### src/rtl/ivs_mst.sv
// ivs_mst: single-outstanding command-to-AHB-Lite bridge master.
// Commands are accepted one at a time, issued as a single NONSEQ word
// transfer, and answered with one response carrying read data and an
// error flag (misaligned, slave error or bus-stall timeout).
module ivs_mst #(
  parameter int unsigned TO_CYC = 255
) (
  input  logic        hclk,
  input  logic        hrst,
  input  logic        cmd_valid,
  output logic        cmd_ready,
  input  logic        cmd_write,
  input  logic [31:0] cmd_addr,
  input  logic [31:0] cmd_wdata,
  output logic        rsp_valid,
  input  logic        rsp_ready,
  output logic [31:0] rsp_rdata,
  output logic        rsp_err,
  output logic        hsel,
  output logic [1:0]  htrans,
  output logic        hwrite,
  output logic [31:0] haddr,
  output logic [31:0] hwdata,
  output logic [2:0]  hsize,
  output logic [2:0]  hburst,
  output logic [3:0]  hprot,
  output logic        hready_in,
  input  logic        hready,
  input  logic [1:0]  hresp,
  input  logic [31:0] hrdata,
  output logic [7:0]  err_cnt
);

  typedef enum logic [1:0] {
    IDLE = 2'b00,
    ADDR = 2'b01,
    DATA = 2'b10,
    RESP = 2'b11
  } state_t;

  localparam logic [7:0] TO_LIM = 8'(TO_CYC);

  state_t      state_r, state_s;
  logic [7:0]  to_cnt_r, to_cnt_s;
  logic [7:0]  stall_s;
  logic        accept_s;
  logic        rsp_load_s;
  logic [31:0] rsp_rdata_s;
  logic        rsp_err_s;
  logic        cmd_write_r;
  logic [31:0] cmd_wdata_r;
  logic        unused_s;

  // Word transfers, single bursts, privileged data access only.
  assign hsize     = 3'b010;
  assign hburst    = 3'b000;
  assign hprot     = 4'b0011;
  assign hready_in = hready;
  assign stall_s   = to_cnt_r + 8'd1;
  assign unused_s  = hresp[1];

  // Next-state, stall timeout and response capture decisions.
  always_comb begin
    state_s     = state_r;
    to_cnt_s    = to_cnt_r;
    accept_s    = 1'b0;
    rsp_load_s  = 1'b0;
    rsp_rdata_s = 32'h0000_0000;
    rsp_err_s   = 1'b0;
    case (state_r)
      IDLE: begin
        if (cmd_valid) begin
          accept_s = 1'b1;
          if (cmd_addr[1:0] != 2'b00) begin
            state_s    = RESP;
            rsp_load_s = 1'b1;
            rsp_err_s  = 1'b1;
          end else begin
            state_s  = ADDR;
            to_cnt_s = 8'd0;
          end
        end else begin
          state_s = IDLE;
        end
      end
      ADDR: begin
        if (hready) begin
          state_s = DATA;
        end else if (stall_s == TO_LIM) begin
          state_s    = RESP;
          to_cnt_s   = stall_s;
          rsp_load_s = 1'b1;
          rsp_err_s  = 1'b1;
        end else begin
          to_cnt_s = stall_s;
        end
      end
      DATA: begin
        if (hready) begin
          state_s    = RESP;
          rsp_load_s = 1'b1;
          rsp_err_s  = hresp[0];
          // Read data is only meaningful for a successful read.
          if (!cmd_write_r && !hresp[0]) begin
            rsp_rdata_s = hrdata;
          end else begin
            rsp_rdata_s = 32'h0000_0000;
          end
        end else if (stall_s == TO_LIM) begin
          state_s    = RESP;
          to_cnt_s   = stall_s;
          rsp_load_s = 1'b1;
          rsp_err_s  = 1'b1;
        end else begin
          to_cnt_s = stall_s;
        end
      end
      RESP: begin
        if (rsp_ready) begin
          state_s = IDLE;
        end else begin
          state_s = RESP;
        end
      end
      default: begin
        state_s = IDLE;
      end
    endcase
  end

  // State, command latch and registered bus/response outputs.
  always_ff @(posedge hclk or posedge hrst) begin
    if (hrst) begin
      state_r     <= IDLE;
      to_cnt_r    <= 8'd0;
      cmd_ready   <= 1'b1;
      cmd_write_r <= 1'b0;
      cmd_wdata_r <= 32'h0000_0000;
      hsel        <= 1'b0;
      htrans      <= 2'b00;
      hwrite      <= 1'b0;
      haddr       <= 32'h0000_0000;
      hwdata      <= 32'h0000_0000;
      rsp_valid   <= 1'b0;
      rsp_rdata   <= 32'h0000_0000;
      rsp_err     <= 1'b0;
      err_cnt     <= 8'd0;
    end else begin
      state_r   <= state_s;
      to_cnt_r  <= to_cnt_s;
      cmd_ready <= (state_s == IDLE);
      hsel      <= (state_s == ADDR);
      htrans    <= (state_s == ADDR) ? 2'b10 : 2'b00;
      rsp_valid <= (state_s == RESP);
      if (accept_s) begin
        cmd_write_r <= cmd_write;
        cmd_wdata_r <= cmd_wdata;
      end
      // Address-phase signals only change for a transfer that goes on the bus.
      if (state_s == ADDR && state_r == IDLE) begin
        haddr  <= cmd_addr;
        hwrite <= cmd_write;
      end
      // Write data is presented for the whole data phase and held afterwards.
      if (state_s == DATA && state_r == ADDR) begin
        hwdata <= cmd_wdata_r;
      end
      if (rsp_load_s) begin
        rsp_rdata <= rsp_rdata_s;
        rsp_err   <= rsp_err_s;
      end
      if (state_r == RESP && rsp_ready && rsp_err && err_cnt != 8'hFF) begin
        err_cnt <= err_cnt + 8'd1;
      end
    end
  end

endmodule

### config.mk
export PLATFORM = sky130hd
export DESIGN_NAME = ivs_mst
export DESIGN_NICKNAME = d
export VERILOG_FILES = /design/src/rtl/ivs_mst.sv
export SDC_FILE = /design/constraint.sdc
export NUM_CORES = 1
export LEC_CHECK = 0
export CAP_MARGIN = 0
export CORE_AREA = 2 2 118 120
export DETAILED_ROUTE_END_ITERATION = 10
export DIE_AREA = 0 0 120 122
export PLACE_DENSITY = 0.94
export RECOVER_POWER = 25
export SETUP_SLACK_MARGIN = 0.05
export SLEW_MARGIN = 25
export SYNTH_ARGS = -nofsm -noshare
export SYNTH_HDL_FRONTEND = slang
export SYNTH_SLANG_ARGS = --single-unit
export TNS_END_PERCENT = 5
### constraint.sdc
create_clock -name hclk -period 9.1 [get_ports hclk]
set_input_delay 1.82 -clock hclk [delete_from_list [all_inputs] [get_ports hclk]]
set_output_delay 1.82 -clock hclk [all_outputs]
set_load 0.01 [all_outputs]
; ---- Word-level counts from Yosys, hierarchy flattened
; Index checks and enable logic that the tools add are counted.
[word_totals]
in_bits = 104
output_inout_bits = 122
regBits = 154
[classes]
n_eq_ne = 11
mux = 25
n_reduce_logical = 14
addsub = 2
[ops]
columns = operator, count
row1 = 32-bit two-way mux, 3
row2 = 8-bit two-way mux, 3
row3 = 8-bit by 1-bit adder with 8-bit output (second input constant), 2
row4 = 8-bit one-hot mux with 2 select lines, 1
row5 = 2-bit two-way mux, 7
row6 = 2-bit == test (second input constant), 4
row7 = 8-bit == test (second input constant), 1
row8 = 1-bit two-way mux, 8
row9 = 8-bit != test (second input constant), 1
row10 = 2-bit one-hot mux with 4 select lines, 1
row11 = 1-bit logical AND, 6
row12 = 2-bit != test (second input constant), 3
row13 = 1-bit one-hot mux with 3 select lines, 2
row14 = 2-bit by 1-bit == test with 1-bit output (second input constant), 2
row15 = 2-bit logical NOT, 2
row16 = 4-bit AND reduction, 1
row17 = 2-bit nonzero test, 2
row18 = 1-bit logical NOT, 2
row19 = 2-bit OR reduction, 1

; ---- Logic depth before layout (Yosys ltp)
; Gate-level depths: netlist of run 1.
[logic_depth]
word_depth = 7
depth_mapped = 11

; ---- Worst setup path before layout of run 1
; OpenSTA, ideal clock, no wires.
[synth_path]
path_type = input to output
from = in hready
to = out hready_in
required_ns = 7.280
arrival_time_ns = 1.939
setup_slack_ns = 5.341
cell_stages = 1
path_cell_list = buf_4
[synth_lines]
columns = item, line
row1 = from (decl), 28  ; input logic hready,
row2 = to (decl), 27  ; output logic hready_in,
; No word-level cell between the ends.

; ---- Worst setup path after layout of run 1
[layout_path]
from = in hready
to = out hready_in
; No word-level cell between the ends.

==> results by group, run 1 <==
Run status
  – Result of the run: finished with violations
  – Failing checks: max-capacitance violations, max-slew violations

Cells and area
  – Design area: about 0.0091 mm^2
  – Layout cell share with drive strength beyond 1: 0.212
  – Net total in the final layout: 758
  – Number of inserted diodes: 0
  – End-of-flow core utilization: 0.672
  – Area growth from synthesis to final layout: 44.9%

Critical path
  – CP max stage cell: dlygate4sd3_1
  – Endpoint class of the critical path: output port
  – Worst Reg-to-Reg Cells: 8
  – Maximum fanout encountered on the critical timing path: 7
  – Sum of buffers and inverters on the critical path: 2
  – Critical path start-end classification: in2out
  – Data required time of the worst path: 7.28 ns
  – Critical path depth in cells: 2
  – Critical path's largest stage delay: 0.70 ns
  – CP arrival: 3.13 ns
  – Cell family with the largest share of critical-path delay: buffers and inverters
  – Cell chain of the critical path: dlygate4sd3_1 -> clkdlybuf4s50_1
  – Sort of element at the start of the critical path: input pin

Detailed routing
  – ANT nets after route: 0
  – DRC violations left: 0
  – Vias after detailed routing: between 4000 and 5000
  – Total Wirelength: roughly 15 mm
  – WL per Instance: 17.7 um
  – Initial drt markers: around 310
  – Vias per cell: 5.16
  – Pre-antenna DRT Iters: 4

CTS
  – Number of buffers inserted by hold repair at cts: 0
  – Clock-pin slew reported for the worst setup and hold paths after clock tree synthesis: around 0.060 ns
  – Count of clock tree sinks: 152
  – CTS Buf Count: 17
  – Gates resized, CTS repair: 0
  – TritonCTS clock tree: done
  – Bufs on Longest Clock Path: 2
  – Setup repair bufs after CTS: 0
  – Root cell of the clock tree: clkbuf_16
  – Worst skew pair latency: 0.41 ns
  – CTS H-Tree Depth: 4

Logic synthesis
  – Post-Syn Area: 0.00627 mm^2
  – Adder-cell share of the synthesized area: 0.0180
  – Yosys warnings: 0
  – Basic-gate share of the synthesized area counting and, or, nand and nor cells: 0.0423
  – Most numerous cell types in the synthesized netlist: dfrtp_1, mux2_2, a22o_1
  – Synth Area in XOR/XNOR: 0.0126
  – Cells after Synth: 431
  – Number of flops mapped to enable cells by yosys: 0
  – Biggest area contributors in the synthesized netlist: dfrtp_1, mux2_2, mux2_4, a22o_1, buf_4
  – FFs w/ async S/R, synth: 1.00
  – Predominant post-synthesis flop cell: dfrtp_1
  – Area fraction of the dominant cell type after synthesis: 0.603
  – Leading cell type by number of instances after synthesis: dfrtp_1
  – Share of synthesized area spent on multiplexers: 0.196
  – Area fraction in compound gates after synthesis: 0.0787
  – Dominant combinational cell family by area after synthesis: multiplexers
  – Portion of the post-synthesis area used by sequential elements: 0.607
  – Post-Syn Area per Cell: 14.5 um^2
  – Cell taking the most area after synthesis: dfrtp_1
  – FF+latch count, synth: 152
  – Synth unique cells: 42

Power
  – Static power due to leakage: between 4 and 5 nW
  – Overall power of the completed layout: 3.27 mW
  – Maximum vdd ir drop: 0.185 mV
  – Power density of the placed cells: 360 mW/mm^2

Timing
  – Max_slew headroom: -1.11
  – Setup TNS: 0 ns
  – Slew Viols, Final: 109
  – Post-route minimum period: between 4 and 5 ns
  – Setup repair after global routing missed its margin: no
  – Highest attainable clock frequency: 202 MHz
  – Total of endpoints with negative setup slack in the final report: 0
  – Period utilization: 0.544
  – Pin slew with the least headroom to its limit: 3.14 ns
  – Final hold violations: 0
  – Clock Skew: 0.00718 ns

Placement
  – Instance area at placement: 0.00847 mm^2
  – Final HPWL DP: between 10 and 15 mm
  – Weighted congestion reported at the end of routability-driven placement: 0.975
  – Number of port buffers: roughly 210

Global route
  – Largest net degree at the start of global routing: 81
  – Global-route wire length before repair: about 23 mm
  – Number of global-route vias before repair: 4452
  – Overall Global Routing Usage: 0.204
  – Grt total ovfl: 0
  – Antenna violations before repair: 0

Floorplan
  – I/O pin count: around 230
  – Die area: around 0.015 mm^2
  – Initial Util: 0.464
  – Count of standard-cell rows: 43
  – Die width: 120 um
  – Core area: about 0.014 mm^2
  – Die extent in y: 122 um

Flow run
  – Max cap viols: 2

Min path
  – Worst hold path type: reg2reg
  – Number of cells traversed by the worst hold path: 1
-- power by group --
group	total (mW)	internal (mW)	switching [mW]
sequential	1.18	0.994	0.185
clock	0.727	0.473	0.255
combinational	1.36	0.821	0.539
total	3.27	2.29	0.979
-- sequential cells by signal (all words and copies together), names as in the netlist, 2 cells and up --
| name | flops |
|---|---|
| err_cnt | 8 |
| to_cnt_r | 8 |
| haddr | 32 |
| rsp_rdata | 32 |
| state_r | 2 |
| cmd_wdata_r | 32 |
| hwdata | 32 |
-- cell type report --
type | instances | area (um^2)
well taps | 180 | 225
clock buffers | 24 | 472
fillers | 943 | 4420
repair buffers | 217 | 2160
inverters | 12 | 46.3
clock inverters | 7 | 141
multi-input cells | 245 | 2230
flip-flops and latches | 152 | 3800
-- metal layers --
| layer | GRT usage | vias up | share of wire |
|---|---|---|---|
| met5 | 0 | - | 0 |
| met1 | 0.238 | 2199 | 0.39 |
| met2 | 0.352 | 166 | 0.52 |
| met3 | 0.0632 | 27 | 0.069 |
| met4 | 0.0809 | 0 | 0.022 |
| li1 | - | 1926 | - |
-- metrics by stage --
| step | hold slack (ns) | std cells | setup WS [ns] |
|---|---|---|---|
| finish | 0.497 | 837 | 4.15 |
| global route | 0.511 | 837 | 3.91 |
| CTS | 0.501 | 837 | 4.23 |
| detailed placement | 0.486 | 806 | 4.24 |
| global placement | 0.480 | 806 | 4.28 |
| floorplan | 0.474 | 440 | 3.19 |
-- path summary, 6_finish.rpt --
kind | slack (ns) | to | from
min in group asynchronous | 2.76 | haddr[22] | hrst
setup / recovery | 4.15 | hready_in | hready
max in group asynchronous | 4.64 | cmd_wdata_r[13] | hrst
setup reg to reg | 5.42 | rsp_rdata[19] | state_r[0]
hold reg to reg | 0.50 | rsp_rdata[26] | rsp_rdata[26]
hold / removal | 0.50 | rsp_rdata[26] | rsp_rdata[26]
-- cells by family (layout without fill, tap and decap cells) --
kind of cell	after synthesis	after routing
AO/OA/AOI/OAI	65	65
XOR/XNOR	9	9
adder cells (fa/ha/maj)	9	9
buffers and inverters	43	260
flip-flops	152	152
multiplexers	99	99
other	2	11
AND/OR/NAND/NOR	52	52
-- cells in the final DEF, fill, tap and decap left out, types with 7 or more instances in the layout --
cell type	count
ha_1	9
nor2_1	9
a22o_1	32
mux2_2	69
clkdlybuf4s50_1	209
dfrtp_1	151
mux2_4	30
nand2_1	16
xnor2_1	7
clkbuf_16	17
inv_1	11
conb_1	11
o21ai_0	12
(Power assumes the default switching activity.)
==> inputs of run 2 (changes only) <==
--- a/config.mk
+++ b/config.mk
@@ -6,10 +6,10 @@
 export NUM_CORES = 1
 export LEC_CHECK = 0
 export CAP_MARGIN = 0
-export CORE_AREA = 2 2 118 120
+export CORE_AREA = 2 2 127 129
 export DETAILED_ROUTE_END_ITERATION = 10
-export DIE_AREA = 0 0 120 122
-export PLACE_DENSITY = 0.94
+export DIE_AREA = 0 0 129 131
+export PLACE_DENSITY = 0.86
 export RECOVER_POWER = 25
 export SETUP_SLACK_MARGIN = 0.05
 export SLEW_MARGIN = 25
==> constraint.sdc (replaced) <==
create_clock -name hclk -period 4.2 [get_ports hclk]
set_input_delay 0.84 -clock hclk [delete_from_list [all_inputs] [get_ports hclk]]
set_output_delay 0.84 -clock hclk [all_outputs]
set_load 0.01 [all_outputs]
==> run 2 against run 1 <==
Net effect: the run still ends with max-capacitance violations, max-slew violations left; cell area grew 0.62%; core utilization down 8.7 points; routed wire length is 0.27% lower; critical path type is now in2async; highest routed layer unchanged.
==> results by group, run 2 (synthesized netlist as in run 1, its figures left out) <==
Floorplan
  – I/O pin count: 226
  – Count of standard-cell rows: 46
  – Die width: 129 um
  – Die area: 0.0169 mm^2
  – Initial Util: 0.402
  – Core area: about 0.016 mm^2
  – Die extent in y: 131 um

Timing
  – Period utilization: 0.695
  – Clock Skew: ~0.010 ns
  – Setup repair after global routing missed its margin: no
  – Setup TNS: 0 ns
  – Max_slew headroom: -0.344
  – Pin slew with the least headroom to its limit: a little over 2 ns
  – Slew Viols, Final: 153
  – Final hold violations: 0
  – Total of endpoints with negative setup slack in the final report: 0
  – Highest attainable clock frequency: between 300 and 400 MHz
  – Post-route minimum period: 2.92 ns

Critical path
  – CP max stage cell: clkbuf_4
  – Cell family with the largest share of critical-path delay: buffers and inverters
  – CP arrival: roughly 3.0 ns
  – Data required time of the worst path: 4.32 ns
  – Critical path's largest stage delay: about 1.5 ns
  – Minimum setup slack among reg-to-reg paths: 1.46 ns
  – Cell chain of the critical path: dlygate4sd3_1 -> clkinvlp_4 -> clkbuf_4
  – Maximum fanout encountered on the critical timing path: 152
  – Endpoint class of the critical path: async pin
  – Worst Reg-to-Reg Cells: 7
  – Sort of element at the start of the critical path: input pin
  – Critical path start-end classification: in2async
  – Critical path depth in cells: 3
  – Sum of buffers and inverters on the critical path: 3

Detailed routing
  – Initial drt markers: 160
  – Vias after detailed routing: 4247
  – WL per Instance: about 17 um
  – DRC violations left: 0
  – Vias per cell: between 4 and 5
  – ANT nets after route: 0
  – Pre-antenna DRT Iters: 4
  – Total Wirelength: about 15 mm

CTS
  – Setup repair bufs after CTS: 0
  – Number of buffers inserted by hold repair at cts: 0
  – CTS Buf Count: 17
  – Clock-pin slew reported for the worst setup and hold paths after clock tree synthesis: 0.05 ns
  – Gates resized, CTS repair: 0
  – Bufs on Longest Clock Path: 2
  – TritonCTS clock tree: done
  – Root cell of the clock tree: clkbuf_16
  – CTS H-Tree Depth: 4
  – Worst skew pair latency: 0.42 ns
  – Count of clock tree sinks: 152

Power
  – Overall power of the completed layout: ~7 mW
  – Static power due to leakage: 4.04 nW
  – Power density of the placed cells: 775 mW/mm^2
  – Maximum vdd ir drop: 0.323 mV

Cells and area
  – Area growth from synthesis to final layout: 45.8%
  – Net total in the final layout: 758
  – Layout cell share with drive strength beyond 1: 0.215
  – Number of inserted diodes: 0
  – Commonest cells after routing, fill and taps aside: clkdlybuf4s50_1, dfrtp_1, mux2_2
  – Most common cell after layout, fill and taps aside: clkdlybuf4s50_1

Flow run
  – Max cap viols: 1

Placement
  – Weighted congestion reported at the end of routability-driven placement: 0.834
  – Final HPWL DP: 10.5 mm
  – Number of port buffers: 213

Global route
  – Overall Global Routing Usage: 0.178
  – Antenna violations before repair: 0
  – Global-route wire length before repair: approximately 23 mm
  – Number of global-route vias before repair: 4484
  – Largest net degree at the start of global routing: 153
  – Grt total ovfl: 0

Min path
  – Number of cells traversed by the worst hold path: 1
  – Worst hold path type: reg2reg

Run status
  – Failing checks: max-capacitance violations, max-slew violations
  – Result of the run: finished with violations
## run 2: stage by stage
step	utilization	instance area, um^2	hold WS, ns	setup WS (ns)	std cells
detailed placement	0.547	8530	0.487	0.908	842
global route	0.586	9140	0.511	0.864	871
finish	0.586	9140	0.500	1.28	871
global placement	0.546	8520	0.480	0.638	842
floorplan	-	6300	0.474	1.44	440
CTS	0.586	9150	0.505	1.31	871
## run 2: final cells by class
class | instances | area (um^2)
Timing Repair Buffer | 217 | 2160
Sequential cell | 152 | 3800
Multi-Input combinational cell | 245 | 2230
Fill cell | 1213 | 6460
Tap cell | 216 | 270
Inverter | 12 | 48.8
Clock inverter | 9 | 175
Clock buffer | 20 | 447
## run 2: where the power goes
group | switching (mW) | internal [mW] | total, mW
registers | 0.403 | 2.15 | 2.56
clock network | 0.553 | 1.06 | 1.61
logic | 1.15 | 1.77 | 2.92
## run 2: path summary, 6_finish.rpt
check                               from             to
min in group asynchronous           hrst  rsp_rdata[24]
setup / recovery                    hrst     hwdata[14]
hold reg to reg            rsp_rdata[26]  rsp_rdata[26]
max in group hclk                 hready      hwdata[7]
hold / removal             rsp_rdata[26]  rsp_rdata[26]
setup reg to reg             to_cnt_r[0]      haddr[29]
## run 2: per-layer routing
layer	routed length (um)	global-route usage
met5	0	0
met4	350	0.0818
met3	956	0.0533
met2	7760	0.315
met1	5750	0.198
==> inputs of run 3 (changes only) <==
--- a/config.mk
+++ b/config.mk
@@ -6,10 +6,10 @@
 export NUM_CORES = 1
 export LEC_CHECK = 0
 export CAP_MARGIN = 0
-export CORE_AREA = 2 2 127 129
+export CORE_AREA = 2 2 122 124
 export DETAILED_ROUTE_END_ITERATION = 10
-export DIE_AREA = 0 0 129 131
-export PLACE_DENSITY = 0.86
+export DIE_AREA = 0 0 124 126
+export PLACE_DENSITY = 0.89
 export RECOVER_POWER = 25
 export SETUP_SLACK_MARGIN = 0.05
 export SLEW_MARGIN = 25
==> constraint.sdc (replaced) <==
create_clock -name hclk -period 2.9 [get_ports hclk]
set_input_delay 0.58 -clock hclk [delete_from_list [all_inputs] [get_ports hclk]]
set_output_delay 0.58 -clock hclk [all_outputs]
set_load 0.01 [all_outputs]
==> run 3 against run 2 <==
Net effect: critical endpoint is now haddr[9]; count of clock-buffer cells in the layout did not move; sequential share of layout area fell by 0.21 points; die area decreased by 7.5%; the flow now finishes without violations; largest cell class unchanged; clock skew is 0.0023 ns lower.
==> results by group, run 3 (synthesized netlist as in run 1, its figures left out) <==
Placement
  – Count of placed standard cells including taps: roughly 800
  – Final HPWL DP: 10.7 mm
  – Number of port buffers: 213
  – Weighted congestion reported at the end of routability-driven placement: 0.903

CTS
  – Number of buffers inserted by hold repair at cts: 0
  – Worst skew pair latency: 0.41 ns
  – CTS Buf Count: 17
  – CTS H-Tree Depth: 4
  – Count of clock tree sinks: 152
  – TritonCTS clock tree: done
  – Root cell of the clock tree: clkbuf_16
  – Bufs on Longest Clock Path: 2
  – Clock-pin slew reported for the worst setup and hold paths after clock tree synthesis: around 0.060 ns

Run status
  – Result of the run: completed

Critical path
  – Critical path's largest stage delay: roughly 0.57 ns
  – Critical path depth in cells: 8
  – CP max stage cell: or3b_2
  – Sort of element at the start of the critical path: register
  – Worst Reg-to-Reg Cells: 8
  – CP arrival: around 3.0 ns
  – Cell chain of the critical path: ha_2 -> nand3_1 -> xor2_1 -> a211oi_4 -> a31oi_1 -> or3b_2 -> buf_4 -> mux2_4
  – Endpoint class of the critical path: register
  – Data required time of the worst path: 3.19 ns
  – Cell family with the largest share of critical-path delay: simple AND/OR/NAND/NOR gates
  – Sum of buffers and inverters on the critical path: 1
  – Maximum fanout encountered on the critical timing path: 10
  – Critical path start-end classification: reg2reg

Timing
  – Total of endpoints with negative setup slack in the final report: 0
  – Final hold violations: 0
  – Max_slew headroom: 0.0696
  – Post-route minimum period: 2.74 ns
  – Setup repair after global routing missed its margin: no
  – Period utilization: 0.944
  – Pin slew with the least headroom to its limit: 1.40 ns
  – Setup TNS: 0 ns
  – Clock Skew: ~0.008 ns
  – Slew Viols, Final: 0
  – Hold slack final: 0.501 ns
  – Highest attainable clock frequency: 365 MHz

Floorplan
  – Core area: 0.0143 mm^2
  – Die area: 0.0156 mm^2
  – Initial Util: 0.438
  – Count of standard-cell rows: 44
  – Die width: 124 um
  – Die extent in y: 126 um
  – I/O pin count: 226

Power
  – Comb pwr share: 0.416
  – Switching fraction of total power: 0.305
  – Clock network power share: 0.227
  – Power density of the placed cells: ~1100 mW/mm^2
  – Maximum vdd ir drop: 0.602 mV
  – Static power due to leakage: 4.09 nW
  – Overall power of the completed layout: 10.4 mW
  – Part of the total power dissipated in sequential elements: 0.357
  – Internal power: around 7.2 mW
  – P_sw: 3.17 mW

Cells and area
  – Layout cell share with drive strength beyond 1: 0.232
  – End-of-flow core utilization: 0.642
  – Area growth from synthesis to final layout: 46.6%
  – Number of cells in the finished layout apart from fillers: 849
  – Net total in the final layout: 765
  – Most common cell after layout, fill and taps aside: clkdlybuf4s50_1
  – Filler cells: 1038
  – Commonest cells after routing, fill and taps aside: clkdlybuf4s50_1, dfrtp_1, mux2_2
  – Number of inserted diodes: 0

Detailed routing
  – Total Wirelength: about 15 mm
  – ANT nets after route: 0
  – DRC violations left: 0
  – WL per Instance: 17.8 um
  – Initial drt markers: between 200 and 250
  – Pre-antenna DRT Iters: 4
  – Vias per cell: 5.09
  – Vias after detailed routing: 4321

Global route
  – Largest net degree at the start of global routing: 94
  – Global-route wire length before repair: 23.5 mm
  – Grt total ovfl: 0
  – Number of global-route vias before repair: 4677
  – Antenna violations before repair: 0
  – Overall Global Routing Usage: 0.195

Min path
  – Worst hold path type: reg2reg
  – Number of cells traversed by the worst hold path: 1

Flow run
  – Max cap viols: 0
## run 3: cell count changes in the layout (fill, tap and decap cells not counted), moves of 2 or more
| cell | before | now |
|---|---|---|
| dfrtp_2 | 0 | 2 |
| inv_6 | 0 | 4 |
| buf_4 | 3 | 7 |
| buf_12 | 0 | 2 |
| dfrtp_1 | 151 | 149 |
## run 3: power by group through the flow
| stage | registers [mW] | clock network [mW] | logic [mW] |
|---|---|---|---|
| after floorplan | 3.95 | 0 | 2.04 |
| after global placement | 3.66 | 0 | 4.18 |
| after detailed placement | 3.74 | 0 | 4.32 |
| after CTS | 3.72 | 2.42 | 4.37 |
| after global routing | 3.84 | 2.51 | 4.63 |
| final | 3.71 | 2.36 | 4.32 |
## run 3: worst paths after layout
| kind | slack [ns] | to | from |
|---|---|---|---|
| max in group asynchronous | 0.90 | haddr[6] | hrst |
| min | 0.50 | rsp_rdata[31] | rsp_rdata[31] |
| max reg2reg | 0.16 | haddr[9] | to_cnt_r[0] |
| min in group asynchronous | 1.12 | hwdata[16] | hrst |
| min reg2reg | 0.50 | rsp_rdata[31] | rsp_rdata[31] |
| max | 0.16 | haddr[9] | to_cnt_r[0] |
## run 3: layout make-up
cell class	count	area [um^2]	share of cell area
clock buffers	20	447	0.0486
multi-input cells	245	2230	0.243
well taps	184	230	0.0251
inverters	12	48.8	0.00531
repair buffers	224	2240	0.243
flip-flops and latches	152	3810	0.414
clock inverters	12	188	0.0204
## run 3: timing repair
item	CTS	global route
endpoints found under the setup margin	0	32
setup buffers	0	0
resized for setup	0	3
hold endpoints to repair	0	0
## run 3: stage by stage
| step | instance area (um^2) | setup slack (ns) |
|---|---|---|
| after global routing | 9190 | 0.0811 |
| after CTS | 9200 | 0.141 |
| after detailed placement | 8560 | -0.0720 |
| final | 9190 | 0.163 |
| after floorplan | 6300 | 0.404 |
| after global placement | 8560 | -0.0417 |
## run 3: worst reg2reg max path, cell delays in order, from the launching register on
cell and delay (ns):
dfrtp_2 0.41, ha_2 0.22, nand3_1 0.16, xor2_1 0.21
a211oi_4 0.32, a31oi_1 0.19, or3b_2 0.57, buf_4 0.23
mux2_4 0.31
## run 3: metal layers
metal / wire (um) / vias up / share of wire / GRT usage
met1: 5820 / 2162 / 0.38 / 0.216
met4: 405 / 0 / 0.027 / 0.0859
met5: 0 / - / 0 / 0
met2: 7710 / 180 / 0.51 / 0.341
li1: - / 1946 / - / -
met3: 1200 / 33 / 0.079 / 0.0589
==> patch: new RTL, flow settings as in run 1 <==
Register the output `err_cnt` once more; this adds one clock of latency there. The other outputs are not delayed to match.
--- a/src/rtl/ivs_mst.sv
+++ b/src/rtl/ivs_mst.sv
@@ -39,6 +39,8 @@
   } state_t;
 
   localparam logic [7:0] TO_LIM = 8'(TO_CYC);
+
+  logic [7:0] err_cnt_s0;
 
   state_t      state_r, state_s;
   logic [7:0]  to_cnt_r, to_cnt_s;
@@ -144,7 +146,7 @@
       rsp_valid   <= 1'b0;
       rsp_rdata   <= 32'h0000_0000;
       rsp_err     <= 1'b0;
-      err_cnt     <= 8'd0;
+      err_cnt_s0  <= 8'd0;
     end else begin
       state_r   <= state_s;
       to_cnt_r  <= to_cnt_s;
@@ -169,11 +171,15 @@
         rsp_rdata <= rsp_rdata_s;
         rsp_err   <= rsp_err_s;
       end
-      if (state_r == RESP && rsp_ready && rsp_err && err_cnt != 8'hFF) begin
-        err_cnt <= err_cnt + 8'd1;
+      if (state_r == RESP && rsp_ready && rsp_err && err_cnt_s0 != 8'hFF) begin
+        err_cnt_s0 <= err_cnt_s0 + 8'd1;
       end
     end
   end
 
+  always_ff @(posedge hclk) begin
+    err_cnt <= err_cnt_s0;
+  end
+
 endmodule
 
Behaviour: not the same (Yosys sat finds a counterexample within 4 cycles, from zero or initial values and one cycle with hrst high).
==> patch against run 1 <==
The run still ends with capacitance limit, slew limit left; cell count increased by 1.3%; worst setup slack got worse by 220 ps; total power about the same; area after synthesis is 1.3% higher; sequential cell count up 8; cell area rose by 1.6%; first-iteration DRC count fell by 35%; clock skew grew 7.3 ps; wire length is 1.6% higher; fmax is 4.3% lower; clock power grew 9.1%; via count is 1.3% higher; critical path type is now in -> async; highest routed layer unchanged.
==> patch: results (changes against run 1) <==
stage;metric;value;unit;change
yosys;post-synthesis async set-or-reset flop share;95.0;%;was 100%
yosys;Cell variety after synth;47;;was 42
timing;Worst-Margin Slew;4410;ps;was 3140 ps
worst_setup_path;crit-path max FO;105;;was 7
outcome;failing checks;capacitance limit, slew limit;;unchanged
detailed_routing;met2 WL;7.91;mm;was 7.78 mm
worst_setup_path;CP Capture Point;cmd_write_r$_DFFE_PP0P_;;was hready_in
global_route;GRT Total Usage;20.7;%;was 20.4%
pwr;Comb. pwr;1270;µW;was 1360 µW
place;pre-CTS setup slack;4250;ps;was 4240 ps
place;Final GP Congestion;0.837;;was 0.975
worst_setup_path;slowest CP cell;clkinvlp_2;;was dlygate4sd3_1
place;post-DP HPWL;10.6;mm;was 10.3 mm
finish;fillers;933;;was 943
timing;Max Slew Vio Count;106;;was 109
detailed_routing;WL per Instance;17.8;µm;was 17.7 µm
finish;Final #Nets;769;;was 758
timing;final clock skew;14.5;ps;was 7.18 ps
pwr;cell leakage power;0.00398;µW;was 0.00404 µW
yosys;ranking of synthesized cells by area;dfrtp_1 (60%), mux2_2 (18%), a22o_1 (4.6%);;was dfrtp_1 (60%), mux2_2 (12%), mux2_4 (7.2%)
detailed_routing;WL final;15.1;mm;was 14.9 mm
finish;layout cell share with drive strength beyond 1;21.4;%;was 21.2%
worst_setup_path;Reg2Reg Capture Point;haddr[30]$_DFFE_PP0P_;;was rsp_rdata[19]$_DFFE_PP0P_
global_route;grt met1 use;23.5;%;was 23.8%
run;max_cap viols;1;;was 2
pwr;worst IR drop on VDD;0.000213;V;was 0.000185 V
worst_setup_path;max incr delay on CP;2440;ps;was 700 ps
yosys;top cells by count, synth;dfrtp_1 (151), mux2_2 (99), a22o_1 (33);;was dfrtp_1 (151), mux2_2 (69), a22o_1 (32)
yosys;cells after synthesis;442;;was 431
pwr;Clock Power Share;24.3;%;was 22.3%
global_route;vias in the first global route;4557;;was 4452
min_path;worst hold start;err_cnt_s0[6]$_DFFE_PP0P_;;was rsp_rdata[26]$_DFFE_PP0P_
global_route;largest net degree at the start of global routing;106;;was 81
min_path;WHS Endpoint;err_cnt[6]$_DFF_P_;;was rsp_rdata[26]$_DFFE_PP0P_
global_route;met2 Use GR;36.0;%;was 35.2%
worst_setup_path;Critical Path AT;4920;ps;was 3130 ps
yosys;share of the yosys chip area belonging to registers;62.5;%;was 60.7%
worst_setup_path;Critical Path Start;hrst;;was hready
detailed_routing;1st-iter DRT viols;202;;was 313
detailed_routing;routed via count;4373;;was 4318
place;placed cells;817;;was 806
global_route;global-route wire length before repair;23.3;mm;was 23.1 mm
timing;Final min period;5170;ps;was 4950 ps
outcome;status;complete, but fails checks;;unchanged
patch: layout make-up:
cell class                 count  share of cell area, %
multi-input combinational    252                   23.6
sequential                   160                   43.0
clock buffer                  20                   4.84
inverter                       7                  0.298
tap                          180                   2.44
timing repair buffer         218                   23.5
clock inverter                11                   2.29
patch: cell families after synthesis:
kind of cell	count (synthesis)	share of synthesized area, %
other cells	2	0.118
compound gates	63	7.67
simple gates	62	5.50
buf+inv	39	3.82
mux	99	17.6
xor+xnor	8	1.10
flops	160	62.5
fa+ha+maj	9	1.77
patch: metrics by stage:
stage | power, µW | hold slack, ps
6_report | 3270 | 417
2_1_floorplan | 1870 | 379
3_5_place_dp | 2490 | 398
4_1_cts | 3300 | 419
5_1_grt | 3440 | 439
3_3_place_gp | 2410 | 392
patch: worst reg2reg max path: stages, from the launching register on:
cell     delay (ps)
dfrtp_1         430
inv_1           110
ha_1            240
or3_1           420
or3_1           360
o21ba_2         260
nor3b_4         640
buf_4           400
mux2_2          380
